[src/rtl/button_conditioner_n_pkg.sv]
// Shared channel state encoding, controller channel indices and default timing
// for the push-button conditioner.
package btn_pkg;

  typedef enum logic [1:0] {
    ST_IDLE      = 2'd0,
    ST_DEB_PRESS = 2'd1,
    ST_HELD      = 2'd2,
    ST_DEB_REL   = 2'd3
  } btn_state_e;

  localparam int JOGAR    = 0;
  localparam int CONFIRMA = 1;
  localparam int RESET_BTN = 2;
  localparam int DIREITA  = 3;
  localparam int ESQUERDA = 4;
  localparam int BOTAO0   = 5;
  localparam int BOTAO1   = 6;
  localparam int BOTAO2   = 7;
  localparam int BOTAO3   = 8;

  localparam int DEF_N_CH            = 9;
  localparam int DEF_DEBOUNCE_CYCLES = 500000;
  localparam int DEF_REPEAT_DELAY    = 25000000;
  localparam int DEF_REPEAT_PERIOD   = 5000000;

  function automatic logic is_held(input btn_state_e st);
    return (st == ST_HELD) || (st == ST_DEB_REL);
  endfunction

endpackage

[src/rtl/button_conditioner_ch.sv]
// One button channel: 2-flop synchroniser, debounce FSM with counter, and the
// auto-repeat counter when BTN_AUTOREPEAT_EN is defined.
module button_conditioner_ch
  import btn_pkg::*;
#(
  parameter int DEBOUNCE_CYCLES = DEF_DEBOUNCE_CYCLES,
  parameter int CNT_W           = $clog2(DEBOUNCE_CYCLES + 1),
`ifdef BTN_AUTOREPEAT_EN
  parameter int REPEAT_DELAY    = DEF_REPEAT_DELAY,
  parameter int REPEAT_PERIOD   = DEF_REPEAT_PERIOD,
`endif
  parameter bit ACTIVE_LOW      = 1'b0
) (
  input  logic clock,
  input  logic reset,
  input  logic raw,
  output logic level,
  output logic press,
  output logic release_pulse,
  output logic repeat_pulse
);

  localparam logic [CNT_W-1:0] CNT_ZERO = {CNT_W{1'b0}};
  localparam logic [CNT_W-1:0] CNT_ONE  = CNT_W'(1);
  localparam logic [CNT_W-1:0] CNT_LAST = CNT_W'(DEBOUNCE_CYCLES - 1);

  btn_state_e       state, state_nxt;
  logic [1:0]       sync;
  logic [CNT_W-1:0] cnt, cnt_nxt;
  logic             s, level_nxt, press_nxt, release_nxt, rpt_nxt;

  // Sampled value already in active-high terms.
  assign s         = sync[1] ^ ACTIVE_LOW;
  assign level_nxt = is_held(state_nxt);

  // Synchroniser, FSM state, debounce counter and registered pulses
  always_ff @(posedge clock) begin
    if (!reset) begin
      sync          <= {2{ACTIVE_LOW}};
      state         <= ST_IDLE;
      cnt           <= CNT_ZERO;
      level         <= 1'b0;
      press         <= 1'b0;
      release_pulse <= 1'b0;
    end else begin
      sync          <= {sync[0], raw};
      state         <= state_nxt;
      cnt           <= cnt_nxt;
      level         <= level_nxt;
      press         <= press_nxt | rpt_nxt;
      release_pulse <= release_nxt;
    end
  end

  // Debounce next-state: any disagreeing sample restarts the count
  always_comb begin
    state_nxt   = state;
    cnt_nxt     = cnt;
    press_nxt   = 1'b0;
    release_nxt = 1'b0;
    case (state)
      ST_IDLE: begin
        if (s) begin
          state_nxt = ST_DEB_PRESS;
          cnt_nxt   = CNT_ONE;
        end else begin
          cnt_nxt = CNT_ZERO;
        end
      end
      ST_DEB_PRESS: begin
        if (!s) begin
          state_nxt = ST_IDLE;
          cnt_nxt   = CNT_ZERO;
        end else if (cnt == CNT_LAST) begin
          state_nxt = ST_HELD;
          cnt_nxt   = CNT_ZERO;
          press_nxt = 1'b1;
        end else begin
          cnt_nxt = cnt + CNT_ONE;
        end
      end
      ST_HELD: begin
        if (!s) begin
          state_nxt = ST_DEB_REL;
          cnt_nxt   = CNT_ONE;
        end else begin
          cnt_nxt = CNT_ZERO;
        end
      end
      ST_DEB_REL: begin
        if (s) begin
          state_nxt = ST_HELD;
          cnt_nxt   = CNT_ZERO;
        end else if (cnt == CNT_LAST) begin
          state_nxt   = ST_IDLE;
          cnt_nxt     = CNT_ZERO;
          release_nxt = 1'b1;
        end else begin
          cnt_nxt = cnt + CNT_ONE;
        end
      end
      default: begin
        state_nxt = ST_IDLE;
        cnt_nxt   = CNT_ZERO;
      end
    endcase
  end

`ifdef BTN_AUTOREPEAT_EN
  localparam int RPT_MAX = (REPEAT_DELAY > REPEAT_PERIOD) ? REPEAT_DELAY : REPEAT_PERIOD;
  localparam int RPT_W   = $clog2(RPT_MAX + 1);
  localparam logic [RPT_W-1:0] RPT_ZERO   = {RPT_W{1'b0}};
  localparam logic [RPT_W-1:0] RPT_ONE    = RPT_W'(1);
  localparam logic [RPT_W-1:0] RPT_DELAY  = RPT_W'(REPEAT_DELAY - 1);
  localparam logic [RPT_W-1:0] RPT_PERIOD = RPT_W'(REPEAT_PERIOD - 1);

  logic [RPT_W-1:0] rcnt, rcnt_nxt;
  logic             rfirst, rfirst_nxt;

  // Repeat counter state and registered repeat pulse
  always_ff @(posedge clock) begin
    if (!reset) begin
      rcnt         <= RPT_ZERO;
      rfirst       <= 1'b1;
      repeat_pulse <= 1'b0;
    end else begin
      rcnt         <= rcnt_nxt;
      rfirst       <= rfirst_nxt;
      repeat_pulse <= rpt_nxt;
    end
  end

  // Counter restarts at the press; a release edge wins over a due repeat
  always_comb begin
    rcnt_nxt   = rcnt;
    rfirst_nxt = rfirst;
    rpt_nxt    = 1'b0;
    if (press_nxt) begin
      rcnt_nxt   = RPT_ZERO;
      rfirst_nxt = 1'b1;
    end else if (level && level_nxt) begin
      if ((rfirst && (rcnt == RPT_DELAY)) || (!rfirst && (rcnt == RPT_PERIOD))) begin
        rpt_nxt    = 1'b1;
        rcnt_nxt   = RPT_ZERO;
        rfirst_nxt = 1'b0;
      end else begin
        rcnt_nxt = rcnt + RPT_ONE;
      end
    end else begin
      rcnt_nxt   = RPT_ZERO;
      rfirst_nxt = 1'b1;
    end
  end
`else
  assign rpt_nxt      = 1'b0;
  assign repeat_pulse = 1'b0;
`endif

endmodule

[src/rtl/button_conditioner_n.sv]
// N-channel push-button conditioner: per-channel debounce, enable gating and
// lowest-index press encoder. Auto-repeat is built when BTN_AUTOREPEAT_EN is defined.
module button_conditioner_n
  import btn_pkg::*;
#(
  parameter int              N_CH            = DEF_N_CH,
  parameter int              DEBOUNCE_CYCLES = DEF_DEBOUNCE_CYCLES,
  parameter int              CNT_W           = $clog2(DEBOUNCE_CYCLES + 1),
  parameter logic [N_CH-1:0] ACTIVE_LOW_MASK = {N_CH{1'b0}},
  parameter int              REPEAT_DELAY    = DEF_REPEAT_DELAY,
  parameter int              REPEAT_PERIOD   = DEF_REPEAT_PERIOD
) (
  input  logic                                       clock,
  input  logic                                       reset,
  input  logic [N_CH-1:0]                            btn_raw,
  input  logic [N_CH-1:0]                            en_mask,
  output logic [N_CH-1:0]                            level,
  output logic [N_CH-1:0]                            press,
  output logic [N_CH-1:0]                            release_pulse,
  output logic [N_CH-1:0]                            repeat_pulse,
  output logic                                       press_any,
  output logic [((N_CH > 1) ? $clog2(N_CH) : 1)-1:0] press_idx
);

  localparam int IDX_W = (N_CH > 1) ? $clog2(N_CH) : 1;

  logic [N_CH-1:0] ch_press, ch_release, ch_repeat;

  if ((DEBOUNCE_CYCLES < 2) || (REPEAT_DELAY < 1) || (REPEAT_PERIOD < 1)) begin : g_bad_params
    $error("button_conditioner_n: DEBOUNCE_CYCLES must be >= 2 and REPEAT_* >= 1");
  end

  for (genvar i = 0; i < N_CH; i++) begin : g_ch
    button_conditioner_ch #(
      .DEBOUNCE_CYCLES(DEBOUNCE_CYCLES),
      .CNT_W          (CNT_W),
`ifdef BTN_AUTOREPEAT_EN
      .REPEAT_DELAY   (REPEAT_DELAY),
      .REPEAT_PERIOD  (REPEAT_PERIOD),
`endif
      .ACTIVE_LOW     (ACTIVE_LOW_MASK[i])
    ) u_ch (
      .clock        (clock),
      .reset        (reset),
      .raw          (btn_raw[i]),
      .level        (level[i]),
      .press        (ch_press[i]),
      .release_pulse(ch_release[i]),
      .repeat_pulse (ch_repeat[i])
    );
  end

  // Disabled channels still track level; only their pulses are suppressed.
  assign press         = ch_press & en_mask;
  assign release_pulse = ch_release & en_mask;
  assign repeat_pulse  = ch_repeat & en_mask;
  assign press_any     = |press;

  // Lowest-index encoder: scanning downward lets channel 0 win
  always_comb begin
    press_idx = {IDX_W{1'b0}};
    for (int i = N_CH - 1; i >= 0; i--) begin
      if (press[i]) begin
        press_idx = IDX_W'(i);
      end else begin
        press_idx = press_idx;
      end
    end
  end

endmodule

[config.mk]
export PLATFORM = sky130hd
export DESIGN_NAME = button_conditioner_n
export DESIGN_NICKNAME = d
export VERILOG_FILES = /design/src/rtl/button_conditioner_n_pkg.sv /design/src/rtl/button_conditioner_ch.sv /design/src/rtl/button_conditioner_n.sv
export SDC_FILE = /design/constraint.sdc
export NUM_CORES = 1
export LEC_CHECK = 0
export ABC_AREA = 1
export CAP_MARGIN = 30
export CORE_MARGIN = 2
export CORE_UTILIZATION = 40
export DETAILED_ROUTE_END_ITERATION = 10
export GPL_ROUTABILITY_DRIVEN = 0
export SYNTH_ARGS = -nofsm -noshare
export SYNTH_HDL_FRONTEND = slang
export SYNTH_SLANG_ARGS = --single-unit
[constraint.sdc]
create_clock -name clock -period 2.74 [get_ports clock]
set_input_delay 0.274 -clock clock [delete_from_list [all_inputs] [get_ports clock]]
set_output_delay 0.274 -clock clock [all_outputs]
set_load 0.03 [all_outputs]
# Word-level counts from Yosys, hierarchy flattened
# Index checks and enable logic that the tools add are counted.
[totals] reg_bits=234 output_inout_bits=41 word_cells=301
[classes] add_sub_neg=9 eq_ne=54 n_mux=135 bitwise_logic=12 reduce_logical=37
[op_table] cell="19-bit case mux with 4 select lines" count=9
[op_table] cell="19-bit 2-to-1 mux" count=27
[op_table] cell="19-bit by 1-bit adder with 19-bit output, second input constant" count=9
[op_table] cell="19-bit equality test, second input constant" count=9
[op_table] cell="2-bit 2-to-1 mux" count=54
[op_table] cell="2-bit equality test, second input constant" count=36
[op_table] cell="2-bit case mux with 4 select lines" count=9
[op_table] cell="4-bit 2-to-1 mux" count=9
[op_table] cell="1-bit 2-to-1 mux" count=27
[op_table] cell="3-bit AND reduction" count=9
[op_table] cell="3-bit OR reduction" count=9
[op_table] cell="9-bit AND" count=2
[op_table] cell="2-bit by 1-bit equality test with 1-bit output, second input constant" count=9
[op_table] cell="2-bit zero test" count=9
[op_table] cell="1-bit NOT" count=10
[op_table] cell="1-bit logical OR" count=9
[op_table] cell="9-bit OR reduction" count=1

# Longest topological paths before layout
[depth] depth_word=10 ltp_mapped=10 ltp_nobuf=10

# By module
# A second synthesis with hierarchy kept.
[hier_totals] hier_cells=1665 area_unflattened_um2=11923.9
[by_module_without_submodules] mod="button_conditioner_ch at g_ch[0].u_ch ..." instances=8 cells_per_inst=178 area_each_um2=1293.7 seq_area_each_um2=520.5
[by_module_without_submodules] mod="button_conditioner_ch at g_ch[8].u_ch" instances=1 cells_per_inst=169 area_each_um2=1256.2 seq_area_each_um2=520.5
[by_module_without_submodules] mod="button_conditioner_n" instances=1 cells_per_inst=72 area_each_um2=317.8 seq_area_each_um2=0.0

# Worst setup path after synthesis
# OpenSTA, ideal clock, no wires.
[synth_timing] path_type="register to output" from="register g_ch[2].u_ch.press" to="output port press_idx[3] (netlist bit)" arrival_time_ps=1505 t_required_ps=2466 setup_slack_ps=961 stages_incl_launch_ff=6 n_path_buf=0 path_cell_list="dfxtp_1 nand2_1 nand2_1 nor2_1 inv_1 nor4_1"
[synth_between] elab_chain_cells=4
[synth_rtl] item="from (decl)" line="button_conditioner_ch.sv:18" rtl="output logic press,"
[synth_rtl] item="from (signal assigned)" line="button_conditioner_ch.sv:50" rtl="press <= press_nxt | rpt_nxt;"
[synth_rtl] item="9-bit AND" line="button_conditioner_n.sv:54" rtl="assign press = ch_press & en_mask;"
[synth_rtl] item="4-bit 2-to-1 mux (3 in series)" line="button_conditioner_n.sv:63" rtl="if (press[i]) begin"
[synth_rtl] item="to (decl)" line="button_conditioner_n.sv:22" rtl="output logic [((N_CH > 1) ? $clog2(N_CH) : 1)-1:0] press_idx"
# No other way between the ends.

# Final worst setup path
[layout_timing] from="register g_ch[2].u_ch.press" to="output port press_any"
[layout_between] elab_chain_cells=2
[layout_rtl] item="9-bit AND" line="button_conditioner_n.sv:54"
[layout_rtl] item="9-bit OR reduction" line="button_conditioner_n.sv:57" rtl="assign press_any = |press;"
[layout_rtl] item="to (decl)" line="button_conditioner_n.sv:21" rtl="output logic press_any,"
# No other way between the ends.

==> metrics.txt <==
# TYPE chip_impl_metric gauge
chip_impl_metric{name="synth_edf_count",unit=""} 0
chip_impl_metric{name="worst_clock_skew",unit="ns"} 0.00808
chip_impl_metric{name="fillers",unit=""} 2863
chip_impl_info{name="crit_top_cell",value="sky130_fd_sc_hd__nand2_1"} 1
chip_impl_metric{name="global_route_congestion_overflow_total",unit=""} 0
chip_impl_metric{name="fmaxAchievable",unit="GHz"} 0.392
chip_impl_metric{name="seqCellArea",unit="um2"} 4680
chip_impl_info{name="post-synth-top-count-cell",value="sky130_fd_sc_hd__nor2_1"} 1
chip_impl_info{name="crit_chain",value="nand2_1 > nand2_1 > nor2_1 > nand3_1 > clkdlybuf4s50_1"} 1
chip_impl_metric{name="track_usage",unit="%"} 16.5
chip_impl_metric{name="cts_buffers",unit=""} 27
chip_impl_metric{name="num_rows",unit=""} 61
chip_impl_metric{name="route.detailed.wl_per_inst",unit="um"} 11.2
chip_impl_metric{name="yosysWarnings",unit=""} 0
chip_impl_metric{name="tritoncts_num_sinks",unit=""} 234
chip_impl_metric{name="synth_async_sr_flop_share",unit="%"} 0
chip_impl_metric{name="placeableCoreArea",unit="um2"} 27800
chip_impl_metric{name="htree_num_levels",unit=""} 1
chip_impl_metric{name="critPathMaxFanout",unit=""} 3
chip_impl_metric{name="multi_input_comb_area",unit="um2"} 5450
chip_impl_info{name="synthTopCellsByCount",value="394 x sky130_fd_sc_hd__nor2_1, 351 x sky130_fd_sc_hd__nand2_1, 245 x sky130_fd_sc_hd__inv_1"} 1
chip_impl_metric{name="postSynthAreaPerCell",unit="um2"} 6.73
chip_impl_metric{name="post-cts-setup-buffers",unit=""} 0
chip_impl_metric{name="timing.max_cap.violations",unit=""} 0
chip_impl_metric{name="viasPerCell",unit=""} 4.60
chip_impl_metric{name="cp_data_arrival_time",unit="ns"} 2.27
chip_impl_metric{name="antenna-diode-count",unit=""} 0
chip_impl_metric{name="syn_inst",unit=""} 1673
chip_impl_info{name="worst_path_max_delay_cell",value="sky130_fd_sc_hd__clkdlybuf4s50_1"} 1
chip_impl_metric{name="port_buffers",unit=""} 51
chip_impl_metric{name="vias_post_dr",unit=""} 9806
chip_impl_metric{name="first_global_vias",unit=""} 8936
chip_impl_metric{name="ir_worst_vdd",unit="mV"} 0.473
chip_impl_info{name="rsz0062_at_grt",value="false"} 1
chip_impl_metric{name="yosysTopAreaCellShare",unit="%"} 41.6
chip_impl_info{name="worst_hold_path_type",value="primary input to flop"} 1
chip_impl_metric{name="residual_drc",unit=""} 0
chip_impl_metric{name="grt_antenna_before_repair",unit=""} 0
chip_impl_metric{name="finalCritPeriodShare",unit="%"} 93.0
chip_impl_metric{name="die_h",unit="um"} 172
chip_impl_metric{name="detail_route.iter0.violations",unit=""} 537
chip_impl_metric{name="power_leakage",unit="nW"} 4.93
chip_impl_metric{name="worst_hold_slack",unit="ns"} 0.211
chip_impl_metric{name="final_period_minus_worst_setup_slack",unit="ns"} 2.55
chip_impl_metric{name="worst-endpoint-required",unit="ns"} 2.47
chip_impl_info{name="setup.worst_path.start_class",value="flop"} 1
chip_impl_info{name="tritoncts",value="built"} 1
chip_impl_metric{name="ctsHoldBuffers",unit=""} 0
chip_impl_metric{name="nNetsFinal",unit=""} 1763
chip_impl_info{name="synth_largest_area_cell",value="sky130_fd_sc_hd__dfxtp_1"} 1
chip_impl_info{name="end_kind",value="output port"} 1
chip_impl_metric{name="mappedNetlistArea",unit="um2"} 11300
chip_impl_metric{name="initial_utilization",unit="%"} 40.5
chip_impl_metric{name="post_route_cells_drive_above_1_share",unit="%"} 4.68
chip_impl_metric{name="worst_setup_hold_path_clk_slew",unit="ns"} 0.06
chip_impl_metric{name="power_density",unit="nW/um2"} 542
chip_impl_metric{name="grt_pass1_wl",unit="mm"} 40.8
chip_impl_info{name="dominantRegCellSynth",value="sky130_fd_sc_hd__dfxtp_1"} 1
chip_impl_metric{name="timing.final.max_slew_violations",unit=""} 0
chip_impl_metric{name="clkLatencyLatePin",unit="ns"} 0.53
chip_impl_metric{name="drt_wl_total",unit="mm"} 23.8
chip_impl_info{name="cts-root-buf",value="sky130_fd_sc_hd__clkbuf_16"} 1
chip_impl_metric{name="die_area",unit="um2"} 29500
chip_impl_metric{name="grt_max_degree",unit=""} 31
chip_impl_metric{name="synth-seq-cells",unit=""} 234
chip_impl_metric{name="detailedRoute.firstPassIterationCount",unit=""} 5
chip_impl_metric{name="design.portCount",unit=""} 61
chip_impl_metric{name="area_growth_syn_to_layout",unit="%"} 15.0
chip_impl_info{name="post_synth_main_area_contributors",value="sky130_fd_sc_hd__dfxtp_1 42%, sky130_fd_sc_hd__nor2_1 13%, sky130_fd_sc_hd__nand2_1 12%"} 1
chip_impl_metric{name="post-dp-hpwl",unit="mm"} 18.0
chip_impl_info{name="timing.setup.critical_path_class",value="flop to output port"} 1
chip_impl_metric{name="final_antenna_net_count",unit=""} 0
chip_impl_metric{name="setup-violations-final",unit=""} 0
chip_impl_metric{name="fin_tns_setup",unit="ns"} 0
chip_impl_metric{name="floorplan.die.width",unit="um"} 172
chip_impl_info{name="run_status",value="finished clean"} 1
chip_impl_metric{name="yosysUniqueCellTypes",unit=""} 36
chip_impl_metric{name="clock_path_buffers",unit=""} 3
chip_impl_metric{name="seq_area_frac_synth",unit="%"} 41.6
chip_impl_metric{name="critPathMaxStageDelay",unit="ns"} 0.63
chip_impl_metric{name="final-hold-violation-count",unit=""} 0
## flip-flops by register name, summed over array words and instances, names as in the netlist
signal and cells:
g_ch.u_ch.release_pulse 9, g_ch.u_ch.state 18, g_ch.u_ch.level 9, g_ch.u_ch.cnt 171
g_ch.u_ch.sync 18, g_ch.u_ch.press 9
## layout by cell type, fill, tap and decap left out, types with 6 or more instances in the layout
master | synthesis | layout
sky130_fd_sc_hd__inv_1 | 245 | 245
sky130_fd_sc_hd__ha_1 | 9 | 9
sky130_fd_sc_hd__clkbuf_16 | 0 | 27
sky130_fd_sc_hd__nor3_1 | 61 | 61
sky130_fd_sc_hd__clkdlybuf4s50_1 | 0 | 48
sky130_fd_sc_hd__xnor2_1 | 17 | 17
sky130_fd_sc_hd__o21ai_0 | 24 | 24
sky130_fd_sc_hd__dfxtp_1 | 234 | 234
sky130_fd_sc_hd__clkbuf_8 | 0 | 8
sky130_fd_sc_hd__nand3_1 | 133 | 133
sky130_fd_sc_hd__nand4_1 | 46 | 46
sky130_fd_sc_hd__nand2_2 | 6 | 6
sky130_fd_sc_hd__nor3_2 | 6 | 6
sky130_fd_sc_hd__a21oi_1 | 20 | 20
sky130_fd_sc_hd__nor2_4 | 6 | 6
sky130_fd_sc_hd__nand2_1 | 351 | 351
sky130_fd_sc_hd__nor2_1 | 394 | 394
sky130_fd_sc_hd__conb_1 | 1 | 9
sky130_fd_sc_hd__xor2_1 | 53 | 53
## layout make-up
cell class,count,area share (%)
clock buffers,37,6.12
clock inverters,10,0.667
inverters,248,7.19
multi-input cells,1169,42.1
flip-flops and latches,234,36.2
well taps,378,3.65
repair buffers,54,4.14
## critical path, delay by kind of cell, from the launching register on
| kind | cells | cell delay (ns) |
|---|---|---|
| flops | 1 | 0.30 |
| simple gates | 4 | 0.83 |
| buf+inv | 1 | 0.63 |
## kinds of logic (layout without fill, tap and decap cells)
| logic type | count (synthesis) | in the layout | synth area share (%) |
|---|---|---|---|
| adders and majority gates | 9 | 9 | 1.00 |
| buffers and inverters | 278 | 349 | 10.3 |
| AOI/OAI and AO/OA | 55 | 55 | 2.65 |
| xor gates and xnor gates | 70 | 70 | 5.45 |
| and+or+nand+nor | 1026 | 1026 | 39.0 |
| DFF | 234 | 234 | 41.6 |
| other | 1 | 9 | 0.0333 |
## path summary, 6_finish.rpt
check	start	endpoint	slack, ns	cells past startpoint
worst min-delay path	reset	g_ch[7].u_ch.sync[1]	0.21	4
worst max register to register	g_ch[8].u_ch.cnt[0]	g_ch[8].u_ch.cnt[12]	0.90	6
worst min register to register	g_ch[5].u_ch.sync[0]	g_ch[5].u_ch.sync[1]	0.41	2
worst max-delay path	g_ch[2].u_ch.press	press_any	0.19	5
## repair_timing
action,CTS,global route
resized for setup,1,0
hold endpoints to repair,0,0
setup endpoints to repair,1,0
## metal layers
| metal | track usage (%) | share of wire (%) |
|---|---|---|
| met5 | 0 | 0 |
| met4 | 4.97 | 2.2 |
| met3 | 2.21 | 4.1 |
| met2 | 27.3 | 44 |
| met1 | 22.4 | 49 |
## metrics by stage
step	util (%)	area (um2)	setup slack (ns)	total power, mW	cells
global route	46.6	13000	0.0781	7.30	2130
CTS	46.6	13000	0.143	7.14	2130
global placement	43.5	12100	0.0944	3.62	2083
finish	46.6	13000	0.192	7.02	2130
detailed placement	43.5	12100	0.0860	3.62	2083
floorplan	-	11300	0.961	3.58	1681
## where the power goes
part	total, mW	internal [mW]	switching [mW]
Sequential	3.44	3.42	0.0123
Combinational	0.107	0.0389	0.0685
Clock	3.48	2.10	1.37
(Power assumes the default switching activity.)
